<file path="src/rtl/dmem_arbiter.sv">
// dmem_arbiter: shares one single-port synchronous data memory between the
// processor load/store port (A) and the loader/debug port (B). At most one
// access is issued per cycle, chosen round-robin, with a B-side lock for
// uninterrupted bursts. Read data returns one cycle after the grant, steered
// to the port that issued the read.
module dmem_arbiter #(
  parameter int ADDR_W = 10,
  parameter int DATA_W = 32
) (
  input  logic              clk,
  input  logic              reset,
  input  logic              a_req,
  input  logic              a_we,
  input  logic [ADDR_W-1:0] a_addr,
  input  logic [DATA_W-1:0] a_wdata,
  output logic              a_gnt,
  output logic              a_rvalid,
  output logic [DATA_W-1:0] a_rdata,
  input  logic              b_req,
  input  logic              b_we,
  input  logic [ADDR_W-1:0] b_addr,
  input  logic [DATA_W-1:0] b_wdata,
  input  logic              b_lock,
  output logic              b_gnt,
  output logic              b_rvalid,
  output logic [DATA_W-1:0] b_rdata,
  output logic              m_en,
  output logic              m_we,
  output logic [ADDR_W-1:0] m_addr,
  output logic [DATA_W-1:0] m_wdata,
  input  logic [DATA_W-1:0] m_rdata
);

  typedef enum logic {MODE_RR, MODE_LOCKED} mode_t;
  typedef enum logic [1:0] {TAG_NONE, TAG_A, TAG_B} tag_t;

  mode_t mode;
  logic  last_b;   // 1 when B was the most recent port granted
  tag_t  tag_p1;   // which port owns the read data arriving this cycle

  // Grant selection: B owns the memory while locked, otherwise round-robin
  // with the port that did not go last winning contention.
  always_comb begin
    a_gnt = 1'b0;
    b_gnt = 1'b0;
    if (!reset) begin
      if (mode == MODE_LOCKED) begin
        b_gnt = b_req;
      end else if (a_req && b_req) begin
        a_gnt = last_b;
        b_gnt = !last_b;
      end else begin
        a_gnt = a_req;
        b_gnt = b_req;
      end
    end
  end

  // Memory command mux from the granted port; all zero when idle.
  always_comb begin
    m_en    = a_gnt | b_gnt;
    m_we    = 1'b0;
    m_addr  = '0;
    m_wdata = '0;
    if (a_gnt) begin
      m_we    = a_we;
      m_addr  = a_addr;
      m_wdata = a_wdata;
    end else if (b_gnt) begin
      m_we    = b_we;
      m_addr  = b_addr;
      m_wdata = b_wdata;
    end
  end

  // Read return: reset suppresses any read still in flight.
  assign a_rvalid = !reset && (tag_p1 == TAG_A);
  assign b_rvalid = !reset && (tag_p1 == TAG_B);
  assign a_rdata  = a_rvalid ? m_rdata : '0;
  assign b_rdata  = b_rvalid ? m_rdata : '0;

  // Mode, round-robin pointer and read-return tag update.
  always_ff @(posedge clk) begin
    if (reset) begin
      mode   <= MODE_RR;
      last_b <= 1'b1;
      tag_p1 <= TAG_NONE;
    end else begin
      if (a_gnt) last_b <= 1'b0;
      if (b_gnt) last_b <= 1'b1;

      if (a_gnt && !a_we)      tag_p1 <= TAG_A;
      else if (b_gnt && !b_we) tag_p1 <= TAG_B;
      else                     tag_p1 <= TAG_NONE;

      case (mode)
        MODE_RR: begin
          if (b_gnt && b_lock) mode <= MODE_LOCKED;
        end
        MODE_LOCKED: begin
          // Leaving the lock hands the next contention to A.
          if (!b_lock) begin
            mode   <= MODE_RR;
            last_b <= 1'b1;
          end
        end
        default: mode <= MODE_RR;
      endcase
    end
  end

endmodule

</file>
<file path="config.mk">
export PLATFORM = sky130hd
export DESIGN_NAME = dmem_arbiter
export DESIGN_NICKNAME = d
export VERILOG_FILES = /design/src/rtl/dmem_arbiter.sv
export SDC_FILE = /design/constraint.sdc
export NUM_CORES = 1
export LEC_CHECK = 0
export CAP_MARGIN = 5
export CORE_AREA = 2 2 91 93
export CTS_CLUSTER_DIAMETER = 150
export DETAILED_ROUTE_END_ITERATION = 10
export DIE_AREA = 0 0 93 95
export GPL_TIMING_DRIVEN = 0
export PLACE_DENSITY_LB_ADDON = 0.08
export SYNTH_ARGS = -nofsm -noshare
export SYNTH_HDL_FRONTEND = slang
export SYNTH_SLANG_ARGS = --single-unit
export TNS_END_PERCENT = 10
</file>
<file path="constraint.sdc">
create_clock -name clk -period 1.8 [get_ports clk]
set_clock_uncertainty 0.05 [all_clocks]
set_input_delay 0.18 -clock clk [delete_from_list [all_inputs] [get_ports clk]]
set_output_delay 0.18 -clock clk [all_outputs]
set_load 0.03 [all_outputs]
</file>
== Word level (Yosys, flattened, before mapping) ==
Index checks and enable logic that the tools add are counted.

* Register bits: 4
* Bits of input ports: 123
* Output and inout port bits: 112
* Logic and storage cells: 42

* Equality and inequality tests: 2
* Multiplexer cells: 23
* Bitwise logic cells: 2
* Reductions and logical operators: 11

{| class="wikitable"
|+ Operators with widths
! operator !! count
|-
| 2-to-1 mux 32 bit || 4
|-
| 2-to-1 mux 10 bit || 2
|-
| 2-to-1 mux 1 bit || 15
|-
| logical AND 1 bit || 6
|-
| logical NOT 1 bit || 4
|-
| equality test 2 x 1 -> 1 bit (second input constant) || 1
|-
| equality test 2 bit (second input constant) || 1
|-
| 2-to-1 mux 2 bit || 1
|-
| one-hot mux 1 bit (2 select lines) || 1
|-
| OR reduction 2 bit || 1
|-
| inverter 1 bit || 1
|-
| OR 1 bit || 1
|}

== Logic depth before layout (Yosys ltp) ==
* Word-level depth: 8
* Gate-level depth with buffers: 4
* Mapped depth without buffers: 3

== Worst setup path after synthesis ==
Ideal clock, no wire load.

* Kind: flip-flop to output port
* From: register mode
* To: output port m_addr[0]
* Data arrival time: 1.337 ns
* Required time: 1.570 ns
* Path slack: 0.233 ns
* Stages on the path, launching flop included: 5
* Buffers on the path: 1
* Cells stage by stage: dfxtp_1 and3b_4 nor3_4 buf_6 a22o_1

* Longest elaborated chain between the ends: 4
* Elaborated cells on any way between the ends: 6
* Those cells by class: mux (6)

{| class="wikitable"
|+ RTL lines
! element !! RTL line !! RTL
|-
| from (decl) || 37 || <nowiki>mode_t mode;</nowiki>
|-
| from (signal assigned) || 85 || <nowiki>mode <= MODE_RR;</nowiki>
|-
| from (signal assigned) || 98 || <nowiki>if (b_gnt && b_lock) mode <= MODE_LOCKED;</nowiki>
|-
| from (signal assigned) || 103 || <nowiki>mode <= MODE_RR;</nowiki>
|-
| 2-to-1 mux 1 bit || 47 || <nowiki>if (mode == MODE_LOCKED) begin</nowiki>
|-
| 2-to-1 mux 1 bit || 46 || <nowiki>if (!reset) begin</nowiki>
|-
| net b_gnt || 24 || <nowiki>output logic b_gnt,</nowiki>
|-
| 2-to-1 mux 10 bit || 69 || <nowiki>end else if (b_gnt) begin</nowiki>
|-
| 2-to-1 mux 10 bit || 65 || <nowiki>if (a_gnt) begin</nowiki>
|-
| to (decl) || 29 || <nowiki>output logic [ADDR_W-1:0] m_addr,</nowiki>
|}

The timed path passes the listed nets, and every way through them passes these cells.

== Worst setup path in the final report ==
* From: register mode
* To: output port m_addr[2]

* Longest elaborated chain between the ends: 4
* Elaborated cells on any way between the ends: 6
* Those cells by class: mux (6)

{| class="wikitable"
|+ RTL lines
! element !! RTL line
|-
| 2-to-1 mux 1 bit || 47
|-
| 2-to-1 mux 1 bit || 46
|-
| 2-to-1 mux 10 bit || 69
|-
| 2-to-1 mux 10 bit * || 65
|}

Every way passes the cells marked *; elsewhere a longest branch is shown, timed or not.

==> flow_summary.json <==
{
  "status": "completed",
  "fmax_mhz": 570,
  "drive_above_1_share_pct": 35.7,
  "synth_common_cells": "and2_1 (64), a22o_1 (42), buf_6 (8)",
  "syn_avg_cell_area_um2": 7.89,
  "wirelength_mm": 6.81,
  "r2r-start": "mode",
  "cts_tree": "built",
  "htreeDepth": 1,
  "grt_util_all_layers_pct": 13.3,
  "multi_input_area_um2": 943,
  "fin_util_pct": 46.9,
  "power_density_mw_per_mm2": 300,
  "grt_setup_unrepaired": "true",
  "synth_cell_types": 21,
  "cp_max_fo": 10,
  "grt_max_degree": 11,
  "fillers": 777,
  "num_io_pins": 235,
  "ys.flop_type": "dfxtp_1",
  "num_antenna_cells": 0,
  "worst-path-buf-inv": 3,
  "max_stage_delay_ns": 0.32,
  "synth_seq_cells": 4,
  "end_kind": "output pin",
  "critPathKind": "flop to output pin",
  "firstDrtPassIters": 4,
  "port_buffers": 233,
  "core.rowCount": 33,
  "min_period_ns": 1.75,
  "crit_start": "mode",
  "yosysMostFrequentCell": "and2_1",
  "cts_buffers": 3,
  "rrSetupSlack_ns": 0.80,
  "core_region_area_mm2": 0.00793,
  "fin_area_mm2": 0.00372,
  "async_flop_share_pct": 0,
  "power.share.clock_pct": 16.6,
  "seq_area_um2": 82.6,
  "route.detailed.wl_per_inst_um": 13.8,
  "slowest_stage": "dfxtp_2",
  "antenna_found_initial": 0,
  "p_comb_share_pct": 74.4,
  "finalCritPeriodShare_pct": 97.5,
  "crit_family": "buffers and inverters",
  "finalMaxSlewViolations": 0,
  "fp.dieH_um": 95,
  "dp_hpwl_mm": 5.90,
  "drt_iter0_markers": 9,
  "start_util_pct": 14.5,
  "netlist_area_mm2": 0.00115,
  "crit_chain": "and3b_4, nor3_4, buf_4, buf_6, a22o_1, buf_4",
  "drcViolationCount": 0,
  "synth_top_area_share_pct": 34.7,
  "postSynthCellCount": 146,
  "min_path_type": "primary input to flop",
  "area_delta_synth_final_pct": 223,
  "cts.reportedPaths.clkPinSlew_ns": 0.03,
  "placedInstanceArea_mm2": 0.00362,
  "nets": 512,
  "grt_pass1_vias": 1880,
  "grt_pass1_wl_mm": 9.31,
  "ant_nets": 0,
  "power.net_switching_w": 0.000418,
  "cts-root-buf": "clkbuf_8",
  "synth_area_leaders": "and2_1 (35%), a22o_1 (32%), buf_6 (7.8%), dfxtp_1 (6.9%), nor3_4 (2.8%)",
  "slew_headroom_pct": 78.2,
  "viasPerCell": 4.05,
  "power_frac_seq_pct": 8.9,
  "cp.arrival_ns": 1.52,
  "crit_cells": 6,
  "insertion_delay_ns": 0.21,
  "critical_path_required_ns": 1.57,
  "die_area_mm2": 0.00884,
  "drv_cap": 0,
  "fin_cells": 492,
  "gp_congestion": 0.761,
  "overflow": 0,
  "cpMostUsedCell": "buf_4",
  "clock_path_buffers": 2,
  "p_int_w": 0.000699,
  "ir_drop_mv": 0.151,
  "timing.setup.tns_ns": 0,
  "synth_largest_area_cell": "and2_1",
  "syn_nets": 269,
  "finalHoldViolCount": 0,
  "ys_warn_count": 0,
  "reg2reg_to": "tag_p1[1]",
  "cp-endpoint": "m_addr[2]",
  "fp.dieW_um": 93,
  "setup_viol": 0,
  "r2r_cells": 3,
  "p_leak_nw": 1.57,
  "worstSetupStartpointType": "flop",
  "dp_cells": 484,
  "worst_slew_pin_slew_ns": 0.328,
  "switching_share_pct": 37.4,
  "ys_seq_area_share_pct": 6.95,
  "synth-edff-count": 0,
  "num_vias": 1993,
  "clock-sinks": 4
}
-- layout make-up --
type | instances | share of cell area (%)
Multi-Input combinational cell | 124 | 25.4
Clock buffer | 3 | 1.11
Tap cell | 105 | 3.53
Inverter | 3 | 0.303
Timing Repair Buffer | 238 | 63.2
Buffer | 15 | 4.27
Sequential cell | 4 | 2.22
-- power by group through the flow --
stage / registers, W / logic (W) / clock network, W
3_5_place_dp: 0.0000998 / 0.000846 / 0
4_1_cts: 0.0000995 / 0.000824 / 0.000193
5_1_grt: 0.000100 / 0.000876 / 0.000201
3_3_place_gp: 0.0000994 / 0.000845 / 0
2_1_floorplan: 0.0000988 / 0.000364 / 0
6_report: 0.0000999 / 0.000831 / 0.000186
-- metal layers --
| layer | wire length (um) | track usage, % |
|---|---|---|
| met5 | 0 | 0 |
| met4 | 22 | 3.06 |
| met3 | 895 | 5.35 |
| met2 | 3640 | 26.4 |
| met1 | 2240 | 12.7 |
-- through the flow --
stage	hold WS (ns)	setup WS [ns]	total power, W
final	0.130	0.0453	0.00112
after global placement	0.346	-0.736	0.000945
after floorplan	0.207	0.233	0.000463
after global routing	0.137	-0.0685	0.00118
after CTS	0.133	-0.0861	0.00112
after detailed placement	0.350	-0.723	0.000946
-- registers in the layout, summed over array words and instances (netlist names) --
signal	count
mode	1
last_b	1
tag_p1	2
-- cells in the final DEF, fill, tap and decap left out, types with 3 or more instances in the layout --
master / instances
inv_1: 3
buf_6: 12
clkbuf_8: 3
clkbuf_4: 5
a22o_1: 42
and2_1: 64
dlygate4sd2_1: 8
clkdlybuf4s50_1: 119
clkdlybuf4s15_2: 62
buf_4: 39
-- logic make-up after synthesis --
group	count (synthesis)	share of synthesized area (%)
buffers and inverters	18	12.7
DFF	4	6.95
AOI/OAI and AO/OA	47	35.1
and+or+nand+nor	77	45.3
-- what timing repair did --
item | in CTS | in global routing
resized for setup | 355 | 150
setup buffers | 4 | 1
hold buffers | 0 | 0
setup endpoints to repair | 112 | 104
pin swaps | 2 | 4
-- worst min-delay path by stage --
| stage | from | endpoint | slack, ns | depth (start not counted) |
|---|---|---|---|---|
| final | reset | mode | 0.13 | 2 |
| after global routing | reset | mode | 0.14 | 2 |
| after CTS | reset | mode | 0.13 | 2 |
| after detailed placement | reset | mode | 0.35 | 2 |
| after global placement | reset | mode | 0.35 | 2 |
| after floorplan | b_we | tag_p1[1] | 0.21 | 1 |
Power figures use the tool's default switching activity.
